**src/rtl/seq_detect_ctrl.sv**
```systemverilog
// Measurement-window controller for the serial run-length sequence detector.
// Optional early stop on reaching the hit threshold: define SEQ_DETECT_CTRL_EARLY_STOP_EN.
module seq_detect_ctrl #(
   parameter int WIN_W = 16,
   parameter int CNT_W = 8
) (
   input  logic             clk,
   input  logic             nRESET,
   input  logic             start,
   input  logic             abort,
   input  logic [WIN_W-1:0] win_len,
   input  logic [CNT_W-1:0] hit_thresh,
   input  logic             det_hit,
   output logic             det_en,
   output logic             det_clr,
   output logic             busy,
   output logic             done,
   output logic             pass,
   output logic [CNT_W-1:0] hit_cnt,
   output logic [WIN_W-1:0] sample_cnt
);

   typedef enum logic [1:0] {
      IDLE  = 2'b00,
      CLEAR = 2'b01,
      RUN   = 2'b10,
      DONE  = 2'b11
   } state_t;

   state_t           state;
   logic [WIN_W-1:0] win_len_q;
   logic [CNT_W-1:0] hit_thresh_q;
   logic [CNT_W-1:0] hit_nxt;
   logic             last_sample;
   logic             early_stop;

   // NOTE: every signal assigned in always_comb gets a default first, so no latch is inferred.
   always_comb begin
      hit_nxt = hit_cnt;
      if (det_hit && (hit_cnt != {CNT_W{1'b1}}))
         hit_nxt = hit_cnt + CNT_W'(1);
      last_sample = (sample_cnt == (win_len_q - WIN_W'(1)));
`ifdef SEQ_DETECT_CTRL_EARLY_STOP_EN
      early_stop = (hit_thresh_q != '0) && (hit_nxt >= hit_thresh_q);
`else
      early_stop = 1'b0;
`endif
   end

   // Decoding straight from state lets det_en fall the moment reset asserts.
   assign det_clr = (state == CLEAR);
   assign det_en  = (state == RUN);
   assign busy    = (state != IDLE);
   assign done    = (state == DONE);

   // NOTE: sequential state uses non-blocking assignments only, with the async reset in the sensitivity list.
   always_ff @(posedge clk or negedge nRESET) begin
      if (!nRESET) begin
         state        <= IDLE;
         win_len_q    <= '0;
         hit_thresh_q <= '0;
         hit_cnt      <= '0;
         sample_cnt   <= '0;
         pass         <= 1'b0;
      end else begin
         case (state)
            IDLE: begin
               if (start) begin
                  win_len_q    <= win_len;
                  hit_thresh_q <= hit_thresh;
                  hit_cnt      <= '0;
                  sample_cnt   <= '0;
                  state        <= CLEAR;
               end
            end
            CLEAR: begin
               if (abort) begin
                  state <= IDLE;
               end else if (win_len_q == '0) begin
                  pass  <= (hit_thresh_q == '0);
                  state <= DONE;
               end else begin
                  state <= RUN;
               end
            end
            RUN: begin
               if (abort) begin
                  state <= IDLE;
               end else begin
                  sample_cnt <= sample_cnt + WIN_W'(1);
                  hit_cnt    <= hit_nxt;
                  // The final sample's hit is already folded into hit_nxt.
                  if (last_sample || early_stop) begin
                     pass  <= (hit_nxt >= hit_thresh_q);
                     state <= DONE;
                  end
               end
            end
            DONE: begin
               state <= IDLE;
            end
            default: begin
               state <= IDLE;
            end
         endcase
      end
   end

endmodule

```
**config.mk**
```make
export PLATFORM = sky130hd
export DESIGN_NAME = seq_detect_ctrl
export DESIGN_NICKNAME = d
export VERILOG_FILES = /design/src/rtl/seq_detect_ctrl.sv
export SDC_FILE = /design/constraint.sdc
export NUM_CORES = 1
export LEC_CHECK = 0
export BUFFER_PORTS_ARGS = -buffer_cell sky130_fd_sc_hd__buf_2
export CORE_MARGIN = 1
export CORE_UTILIZATION = 40
export CTS_CLUSTER_DIAMETER = 150
export CTS_CLUSTER_SIZE = 20
export DETAILED_ROUTE_END_ITERATION = 12
export GPL_TIMING_DRIVEN = 1
export RECOVER_POWER = 50
export SYNTH_ARGS = -nofsm -noshare
export SYNTH_HDL_FRONTEND = slang
export SYNTH_SLANG_ARGS = --single-unit
```
**constraint.sdc**
```tcl
create_clock -name clk -period 3.7 [get_ports clk]
set_input_delay 0.74 -clock clk [delete_from_list [all_inputs] [get_ports clk]]
set_output_delay 0.74 -clock clk [all_outputs]
set_load 0.03 [all_outputs]
```
-- Yosys cells after proc, flatten, opt, wreduce, memory -nomap -nowiden
Index checks and enable logic that the tools add are counted.
- register bits after elaboration: 51
- bits of input ports: 29
- word-level logic and storage cells: 50
- add/sub/neg operators: 3
- order comparisons: 1
- eq/ne operators: 11
- mux-type cells: 18
- reduce and logical (&&, ||, !) cells: 11
- operators by type and width (kind ; count):
    $mux W16 ; 2
    $pmux W16 S2 ; 1
    $mux W8 ; 3
    $add A16 B1 Y16 const B ; 1
    $eq A16 B16 Y1 ; 1
    $logic_not A16 Y1 ; 1
    $pmux W8 S2 ; 1
    $sub A16 B1 Y16 const B ; 1
    $add A8 B1 Y8 const B ; 1
    $ge A8 B8 Y1 ; 1
    $logic_not A8 Y1 ; 1
    $mux W2 ; 4
    $ne A8 B8 Y1 const B ; 1
    $pmux W2 S4 ; 1
    $ne A2 B2 Y1 const B ; 3
    $reduce_bool A2 Y1 ; 3
    $mux W1 ; 5
    $reduce_and A5 Y1 ; 1
    $eq A2 B2 Y1 const B ; 2
    $ne A2 B1 Y1 const B ; 2
    $reduce_and A2 Y1 ; 2
    $ne A3 B2 Y1 const B ; 1
    $reduce_and A3 Y1 ; 1
    $eq A2 B1 Y1 const B ; 1
    other kinds (3) ; 3

-- Logic depth before layout (Yosys ltp)
Gate-level depths: netlist (run 1).
- word-level depth: 7
- depth in mapped cells: 13

-- Worst setup path before layout (run 1)
Ideal clock, no wire load.
- path kind: register -> register
- start point: register hit_cnt[0]
- end point: register pass
- setup time: 0.127 ns
- data arrival time: 2.958 ns
- data required time: 3.573 ns
- setup slack: 0.614 ns
- cell stages (with the launch flop): 13
- cells stage by stage: dfrtp_1 -> ha_1 -> and3_1 -> a41oi_1 -> clkbuf_1 -> nand2_1 -> xnor2_1 -> ha_1 -> a21o_1 -> a2111oi_0 -> o211ai_1 -> nor4_1 -> nor3_1
- cells in the longest elaborated chain, start to end: 7
- elaborated cells between the ends (all ways): 8
- classes of those cells: 1 x add/sub; 1 x order compare; 1 x eq/ne; 4 x mux; 1 x reduce/logical
- RTL lines (item ; line ; source):
    start, declared ; 19 ; output logic [CNT_W-1:0] hit_cnt,
    start signal, assigned ; 91 ; hit_cnt <= hit_nxt;
    branches (longest 2 deep; another with $add A8 B1 Y8) ; - ;
    $mux W8 * ; 40 ; if (det_hit && (hit_cnt != {CNT_W{1'b1}}))
    $ge A8 B8 Y1 * ; 94 ; pass <= (hit_nxt >= hit_thresh_q);
    $mux W1 * ; 93 ; if (last_sample || early_stop) begin
    $mux W1 * ; 87 ; if (abort) begin
    $pmux W1 S2 * ; 66 ; case (state)
    end signal, assigned ; 80 ; pass <= (hit_thresh_q == '0);
    end signal, assigned ; 94 ;
    end, declared ; 18 ; output logic pass,
Mark *: on every way between the ends. The select of a mux whose other input is x is not followed.
A chain may end at the register's enable or synchronous reset.

-- Worst setup path in the final report (run 1)
Ends and elaborated chain as after synthesis.

==> results of run 1 <==
worst max-delay path, delay by kind of cell (launching register included):
| family | cells | cell delay, ns |
|---|---|---|
| fa+ha+maj | 2 | 0.49 |
| xor+xnor | 1 | 0.17 |
| buf+inv | 1 | 0.20 |
| simple gates | 5 | 0.82 |
| compound gates | 4 | 0.92 |
| flops | 1 | 0.44 |
metrics by stage:
step | instance area, um2 | power [W] | hold slack, ns
final | 3605 | 0.001474 | 0.5808
after global routing | 3605 | 0.001578 | 0.6141
after CTS | 3628 | 0.001490 | 0.5417
after detailed placement | 3540 | 0.001157 | 0.5620
after global placement | 3540 | 0.001146 | 0.5505
after floorplan | 3148 | 0.001027 | 0.4444
power breakdown:
| part | switching, W | leakage (nW) | total, W | internal [W] |
|---|---|---|---|---|
| Clock | 0.000202 | 0.0402 | 0.000334 | 0.000132 |
| Sequential | 0.000106 | 0.659 | 0.000736 | 0.000630 |
| Combinational | 0.000224 | 1.01 | 0.000404 | 0.000180 |
sequential cells by signal, indices dropped and copies added (netlist names):
name,count
hit_cnt,8
hit_thresh_q,8
pass,1
sample_cnt,16
state,2
win_len_q,16
how the worst min path moves through the flow:
stage | start | cells after the start | end | slack (ns)
detailed placement | hit_thresh_q[0] | 1 | hit_thresh_q[0] | 0.56
global placement | win_len_q[14] | 1 | win_len_q[14] | 0.55
finish | hit_thresh_q[0] | 1 | hit_thresh_q[0] | 0.58
floorplan | nRESET | 0 | hit_cnt[0] | 0.44
CTS | nRESET | 1 | sample_cnt[15] | 0.54
global route | hit_thresh_q[0] | 1 | hit_thresh_q[0] | 0.61
cell usage after synthesis (all sizes together) (3+ instances only):
cell / n / area share, %
xor2: 23 / 6.4
clkbuf: 9 / 1.1
buf: 5 / 0.83
nor4: 7 / 1.9
nor2: 28 / 3.3
nand3: 9 / 1.4
nand2b: 3 / 0.60
nor3b: 5 / 1.4
o21ai: 26 / 4.3
a22o: 3 / 0.83
a21oi: 10 / 1.6
mux2: 15 / 5.4
xnor2: 14 / 3.9
and2: 4 / 0.83
inv: 15 / 1.8
ha: 12 / 4.8
a211oi: 3 / 0.72
or3: 7 / 1.4
a21o: 3 / 0.72
or2: 3 / 0.68
and3: 7 / 1.4
o31ai: 4 / 0.95
nor3: 8 / 1.4
nand4: 5 / 0.99
dfrtp: 51 / 41
nand2: 29 / 3.5
cell type report:
cell class / count / area (um2)
sequential: 51 / 1276
multi-input combinational: 255 / 1749
fill: 742 / 3842
clock inverter: 3 / 20.02
inverter: 15 / 56.30
tap: 99 / 123.9
clock buffer: 5 / 68.82
timing repair buffer: 62 / 310.3
logic make-up after synthesis:
logic type	synth area share, %
xor gates and xnor gates	10.29
buffers and inverters	3.736
adders and majority gates	4.769
muxes	5.684
and+or+nand+nor	21.82
AOI/OAI and AO/OA	13.16
DFF	40.54
metal layers:
layer,share of wire [%],global-route usage (%),up-vias
met2,43,26.07,65
met4,1.2,6.317,0
met3,4.5,2.778,8
met1,51,27.73,1242
met5,0,0,-
li1,-,-,1300
==> summary.txt, run 1 <==
Outcome
  • Status: complete, but fails checks
  • Failing checks: max-capacitance violations, max-slew violations

Final layout
  • Nets: 431
  • Most frequent cells in the layout: 56 x buf_2, 51 x dfrtp_1, 29 x nand2_1, 28 x nor2_1, 25 x o21ai_0
  • Fraction of layout cells with a size suffix above 1: 23.53%
  • Layout Area Growth over Synthesis: 14.51%
  • Number of antenna diodes: 0
  • Commonest non-fill, non-tap cell in the layout: buf_2
  • Post-Layout Cell Count: 490
  • Final Core Density: 48.40%

Clocking
  • Num Clock Sinks: between 50 and 60
  • CTS tree: built
  • Root buffer cell: clkbuf_8
  • Postcts setup bufs: 0
  • CTS Hold Bufs: 0
  • Reg clk slew, reported paths: 0.10 ns
  • H-tree Lvls: 2
  • Cts repair resizes: 0
  • Clk buf depth: 2
  • Worst-Skew Late Latency: 0.32 ns
  • CTS buffer count: 5

Placement
  • HPWL Detailed: 5488 um
  • I/O Buffers: 57
  • GPL Wtd Cong: 0.8102
  • Pre-CTS WS: 0.5797 ns
  • Inst Count DP: between 400 and 500

Yosys
  • Synthesized flop and latch total: 51
  • Synth unique cells: 56
  • Synthesized area per cell: 9.397 um2
  • Post-Syn Nets: ~380
  • Post-Syn Area: 0.003148 mm2
  • Syn. warnings: 0
  • Synthesized instance count: 335
  • Post-synth EDFFs: 0
  • Register area share after synthesis: 40.54%
  • Asr flop ratio synth: 100.0%
  • Prevailing post-synth register cell: dfrtp_1

Timing
  • Final Skew: 0.01148 ns
  • Tightest Pin Transition: 2.022 ns
  • Final worst slack: approximately 0.55 ns
  • Worst slew margin: -34.79%
  • Crit share post-route: 85.25%
  • Setup violations, final: 0
  • Final Hold Fails: 0
  • Sum of negative setup slack: 0 ns
  • Max Fclk: 0.3170 GHz
  • RSZ-0062 raised after global routing: no
  • Slew Limit Fails: 78
  • Final min period: 3.154 ns

Floorplanning
  • Ports: 58
  • Row Count: 31
  • Starting Density: 42.27%
  • Die height: 90.72 um
  • Core region area: approximately 0.0074 mm2
  • Die Area: 0.008229 mm2
  • Die Width: 90.72 um

Route
  • 1st-pass router iterations: 4
  • Routed Antenna Nets: 0
  • Vias per cell: 5.337
  • 1st-iter DRT viols: 127
  • DRC violations left: 0
  • Avg WL per Cell: 14.67 um
  • Final WL: 7190 um
  • Vias: ~2600

Worst setup path
  • CP Cell Sequence: ha_1 > and3_1 > a41oi_1 > buf_4 > and4_1 > xor2_1 > ha_1 > nand3_1 > a21oi_1 > a2111oi_0 > o211ai_1 > nor4_1 > nor3_1
  • CP Capture Point: pass
  • CP Data Arrival Time: 3.36 ns
  • CP Max Fanout: 12
  • Worst r2r dst: pass
  • FF-to-FF path depth: 13
  • Required @ worst endpoint: about 3.9 ns
  • Element type at the critical path start: flop
  • Worst Setup SP: hit_cnt[0]
  • Worst R2R Setup Slack: 0.55 ns
  • CP endpoint kind: flop
  • Critical R2R Launch: hit_cnt[0]
  • Worst Setup Path Type: reg -> reg
  • Slowest CP cell: a2111oi_0
  • Slowest cell delay on critical path: 0.50 ns
  • Most used cell, CP: ha_1

Worst hold path
  • Min-delay worst type: reg -> reg

Run
  • Max-cap viol count: 2

GRT
  • Vias in the first global route: 2411
  • Initial antenna violation count: 0
  • First-pass GRT wire length: 12050 um
  • Total GRT Usage: 18.28%
  • GRT Residual Overflow: 0
  • Largest net degree at the start of global routing: 42

Pwr
  • Pwr dens: 408.9 mW/mm2
  • P_leak: 1.711 nW
  • Worst VDD drop: about 0.00018 V
Note: power is estimated with default switching activity, not from simulation.
==> inputs of run 2 (changes only) <==
Settings changed: CORE_MARGIN 1 to 2.
==> run 2 against run 1 <==
  * The run still ends with max-capacitance violations, max-slew violations left
  * Cell count grew 0.61%
  * Critical path depth unchanged
  * Critical endpoint unchanged
  * Count of clock-buffer cells in the layout grew 1
  * Combinational power about the same
  * Largest power group unchanged
  * Worst hold slack got worse by 0.0064 ns
  * Sequential share of layout area unchanged
  * Design area unchanged
  * Clock skew down 0.0035 ns
==> summary.txt, run 2 (synthesized netlist as in run 1, its figures left out) <==
Outcome
  • Status: complete, but fails checks
  • Failing checks: max-capacitance violations, max-slew violations

Worst setup path
  • CP endpoint kind: flop
  • Worst Setup Path Type: reg -> reg
  • Required @ worst endpoint: around 3.9 ns
  • Element type at the critical path start: flop
  • CP Max Fanout: 9
  • CP Data Arrival Time: 3.47 ns

Clocking
  • CTS tree: built
  • Root buffer cell: clkbuf_8
  • Num Clock Sinks: 51
  • CTS Hold Bufs: 0
  • CTS buffer count: 5
  • H-tree Lvls: 2
  • Worst-Skew Late Latency: 0.30 ns
  • Clk buf depth: 2
  • Cts repair resizes: 0
  • Reg clk slew, reported paths: 0.10 ns
  • Postcts setup bufs: 0

Timing
  • Final Skew: 0.008005 ns
  • Tightest Pin Transition: 2.086 ns
  • Setup violations, final: 0
  • Sum of negative setup slack: 0 ns
  • Final worst slack: 0.4209 ns
  • Slew Limit Fails: 76
  • Worst slew margin: -39.04%
  • Crit share post-route: 88.62%
  • Final min period: 3.279 ns
  • RSZ-0062 raised after global routing: no
  • Final Hold Fails: 0
  • Max Fclk: 0.3050 GHz

Placement
  • I/O Buffers: 57
  • DP Area: 0.003543 mm2
  • GPL Wtd Cong: 0.8338
  • Pre-CTS WS: 0.4544 ns
  • Inst Count DP: approximately 490
  • HPWL Detailed: 5531 um

Route
  • Vias: 2574
  • DRC violations left: 0
  • Length of routed met3 wiring: 344 um
  • Routed Antenna Nets: 0
  • Vias per cell: 5.221
  • Highest metal used: met4
  • Met1 WL: 3666 um
  • Avg WL per Cell: 14.78 um
  • Wire length on met2: 3218 um
  • 1st-iter DRT viols: 110
  • Final WL: 7288 um
  • 1st-pass router iterations: 4

Pwr
  • Sequential power share: 50.2%
  • Switching share of total power: 35.65%
  • Pwr dens: between 400 and 500 mW/mm2
  • NetSw: 0.0005222 W
  • Worst VDD drop: 0.0001520 V
  • Combinational power share: 27.6%
  • P_int: 0.0009426 W
  • P_leak: 1.712 nW
  • Clock share of power: 22.2%

Floorplanning
  • Starting Density: 40.95%
  • Core region area: 0.007687 mm2
  • Row Count: 32
  • Die Width: 92.72 um
  • Die Area: about 0.0086 mm2
  • Die height: between 90 and 100 um
  • Ports: 58

Final layout
  • Post-Layout Cell Count: approximately 490
  • Final Core Density: 46.89%
  • Post-route design area: 0.003605 mm2
  • Most frequent cells in the layout: 56 x buf_2, 51 x dfrtp_1, 29 x nand2_1, 28 x nor2_1, 25 x o21ai_0
  • Top flop regs: sample_cnt: 16 flops, win_len_q: 16 flops
  • Commonest non-fill, non-tap cell in the layout: buf_2
  • Fraction of layout cells with a size suffix above 1: 23.27%
  • Layout Area Growth over Synthesis: 14.51%
  • Number of antenna diodes: 0
  • Nets: 431

GRT
  • Initial antenna violation count: 0
  • Total GRT Usage: about 18%
  • GRT Residual Overflow: 0
  • First-pass GRT wire length: 11970 um
  • Largest net degree at the start of global routing: 39
  • Vias in the first global route: 2389

Worst hold path
  • Min-delay worst type: reg -> reg

Run
  • Max-cap viol count: 2
==> run 2: cell types whose count changed in the layout (fill, tap and decap cells not counted) <==
cell        delta
clkbuf_1       +1
clkinvlp_4     -1
==> run 2: path summary, 6_finish.rpt <==
| kind | startpoint | to | slack [ns] | cells past startpoint |
|---|---|---|---|---|
| setup / recovery | hit_cnt[0] | pass | 0.42 | 13 |
| hold / removal | hit_thresh_q[0] | hit_thresh_q[0] | 0.57 | 1 |
| setup reg to reg | hit_cnt[0] | pass | 0.42 | 13 |
| hold reg to reg | hit_thresh_q[0] | hit_thresh_q[0] | 0.57 | 1 |
| max in group asynchronous | nRESET | state[1] | 1.19 | 2 |
| min in group asynchronous | nRESET | sample_cnt[14] | 1.03 | 1 |
==> run 2: metrics by stage <==
stage	hold WS, ns	power (W)
CTS	0.5703	0.001487
global route	0.6074	0.001563
global placement	0.5468	0.001146
finish	0.5745	0.001465
floorplan	0.4444	0.001027
detailed placement	0.5577	0.001159
==> run 2: final cells by class <==
type / instances / area (um2)
inverters: 15 / 56.30
well taps: 102 / 127.6
repair buffers: 62 / 310.3
multi-input cells: 255 / 1749
clock inverters: 2 / 12.51
clock buffers: 6 / 72.57
flip-flops and latches: 51 / 1276
fillers: 790 / 4083
==> run 2: power by group through the flow <==
stage	logic [W]	registers, W	clock network [W]
final	0.000404	0.000736	0.000325
after global routing	0.000453	0.000751	0.000359
after CTS	0.000412	0.000737	0.000338
after detailed placement	0.000411	0.000748	0
after global placement	0.000402	0.000745	0
after floorplan	0.000300	0.000727	0
==> run 2: metal layers <==
layer / global-route usage (%) / vias up
li1: - / 1289
met3: 3.906 / 4
met1: 26.37 / 1229
met5: 0 / -
met2: 25.61 / 52
met4: 4.412 / 0
==> run 2: critical path: stages (launching register included) <==
cell and delay [ns]:
dfrtp_1 0.44, ha_1 0.24, and3_1 0.18, a41oi_1 0.41, buf_4 0.23, and4_1 0.27, xor2_1 0.17, ha_1 0.26
nand3_1 0.08, a21oi_1 0.04, a2111oi_0 0.44, o211ai_1 0.15, nor4_1 0.19, nor3_1 0.07
==> inputs of run 3 (changes only) <==
Settings changed: PLACE_DENSITY set to 0.65.
==> run 3 against run 2 <==
  * The run still ends with max-capacitance violations, max-slew violations left
  * Count of clock-buffer cells in the layout stayed put
  * First-iteration DRC count is 15% higher
  * Sequential share of layout area is 0.12 points lower
  * Via count is 0.62% higher
  * Clock power is 9.2% higher
  * Worst hold slack worse by 0.013 ns
  * Power is 1.9% higher
  * Highest routed layer unchanged
  * Critical path type unchanged
  * Critical endpoint unchanged
  * Design area is 0.35% higher
  * Largest cell class unchanged
  * Critical path depth stayed put
  * Combinational power hardly changed
  * Cell count is 0.20% lower
==> summary.txt, run 3 (synthesized netlist as in run 1, its figures left out) <==
Outcome
  • Status: complete, but fails checks
  • Failing checks: max-capacitance violations, max-slew violations

Worst setup path
  • Required @ worst endpoint: 3.90 ns
  • CP Data Arrival Time: 3.37 ns
  • Worst Setup Path Type: reg -> reg
  • CP endpoint kind: flop
  • CP Max Fanout: 12
  • Element type at the critical path start: flop
  • FF-to-FF path depth: 13

Timing
  • Tightest Pin Transition: 1.604 ns
  • RSZ-0062 raised after global routing: no
  • Final Hold Fails: 0
  • Final min period: between 3 and 4 ns
  • Crit share post-route: 85.78%
  • Max Fclk: around 0.32 GHz
  • Slew Limit Fails: 30
  • Final Skew: just under 0.008 ns
  • Setup violations, final: 0
  • Worst slew margin: -6.947%
  • Sum of negative setup slack: 0 ns

Pwr
  • P_leak: roughly 1.7 nW
  • Worst VDD drop: 0.0001647 V
  • Pwr dens: between 400 and 500 mW/mm2

Clocking
  • CTS buffer count: 5
  • Clk buf depth: 2
  • Cts repair resizes: 0
  • Postcts setup bufs: 0
  • Num Clock Sinks: 51
  • Root buffer cell: clkbuf_8
  • CTS Hold Bufs: 0
  • Worst-Skew Late Latency: approximately 0.31 ns
  • Reg clk slew, reported paths: 0.10 ns
  • CTS tree: built
  • H-tree Lvls: 2

Worst hold path
  • Min-Delay Path Depth: 1
  • Min-delay worst type: reg -> reg

Route
  • Avg WL per Cell: 14.65 um
  • Final WL: 7210 um
  • 1st-pass router iterations: 4
  • DRC violations left: 0
  • 1st-iter DRT viols: 126
  • Vias per cell: 5.264
  • Vias: 2590
  • Routed Antenna Nets: 0

GRT
  • First-pass GRT wire length: 11590 um
  • Largest net degree at the start of global routing: 43
  • Initial antenna violation count: 0
  • Vias in the first global route: 2417
  • Total GRT Usage: 17.01%
  • GRT Residual Overflow: 0

Floorplanning
  • Row Count: 32
  • Ports: 58
  • Starting Density: around two fifths
  • Die Width: 92.72 um
  • Die height: 92.72 um
  • Core region area: 0.007687 mm2
  • Die Area: 0.008596 mm2

Final layout
  • Commonest non-fill, non-tap cell in the layout: dfrtp_1
  • Number of antenna diodes: 0
  • Most frequent cells in the layout: 51 x dfrtp_1, 49 x buf_2, 29 x nand2_1, 28 x nor2_1, 25 x o21ai_0
  • Top flop regs: sample_cnt: 16 flops, win_len_q: 16 flops
  • # fillers: 775
  • Layout Area Growth over Synthesis: 14.90%
  • Fraction of layout cells with a size suffix above 1: 22.05%
  • Post-Layout Cell Count: 492
  • Nets: 430
  • Final Core Density: between 40% and 50%

Placement
  • HPWL Detailed: between 5000 and 6000 um
  • Inst Count DP: 484
  • I/O Buffers: 57
  • GPL Wtd Cong: 0.8598

Run
  • Max-cap viol count: 1
-- run 3: changes by cell type in the layout (fill, tap and decap cells not counted) --
cell,previous run,this run
buf_2,56,49
clkbuf_1,5,10
clkbuf_8,5,6
clkinv_2,1,0
clkinv_4,0,1
nor3b_1,5,4
nor3b_4,0,1
-- run 3: where the power goes --
group	leakage (nW)	switching [W]	total, W	internal (W)
clock	0.0474	0.000201	0.000355	0.000153
combinational	0.985	0.000223	0.000401	0.000178
sequential	0.659	0.000107	0.000737	0.000630
-- run 3: cell type report --
class                      count  area, um2  area share (%)
clock buffer                   6      82.58           2.283
clock inverter                 2      16.27          0.4497
inverter                      15      56.30           1.557
multi-input combinational    255       1760           48.67
sequential                    51       1276           35.28
tap                          102      127.6           3.528
timing repair buffer          61      297.8           8.232
-- run 3: stage by stage --
stage	hold slack [ns]	setup slack, ns	instance area, um2	power [W]
finish	0.5611	0.5262	3617	0.001493
global route	0.6121	0.2928	3617	0.001585
CTS	0.4692	0.5660	3635	0.001509
detailed placement	0.5545	0.5798	3536	0.001153
global placement	0.5446	0.6752	3536	0.001141
floorplan	0.4444	0.6144	3148	0.001027
-- run 3: path summary, 6_finish.rpt --
kind	startpoint	endpoint	slack (ns)
min in group asynchronous	nRESET	sample_cnt[13]	0.81
max in group asynchronous	nRESET	hit_cnt[7]	1.07
max	hit_cnt[0]	pass	0.53
min reg2reg	hit_cnt[7]	hit_cnt[7]	0.56
min	hit_cnt[7]	hit_cnt[7]	0.56
max reg2reg	hit_cnt[0]	pass	0.53
-- run 3: metal layers --
layer	GRT usage (%)	vias to the layer above	part of all wire, %
li1	-	1296	-
met1	24.43	1225	49
met2	26.16	59	44
met3	3.173	10	4.6
met4	5.270	0	1.9
met5	0	-	0
-- run 3: critical path, stage by stage, from the launching register on --
cell	delay (ns)
dfrtp_1	0.46
ha_1	0.24
and3_1	0.18
a41oi_1	0.20
buf_4	0.20
and4_1	0.27
xor2_1	0.16
ha_1	0.26
nand3_1	0.09
a21oi_1	0.04
a2111oi_0	0.49
o211ai_1	0.17
nor4_1	0.23
nor3_1	0.07
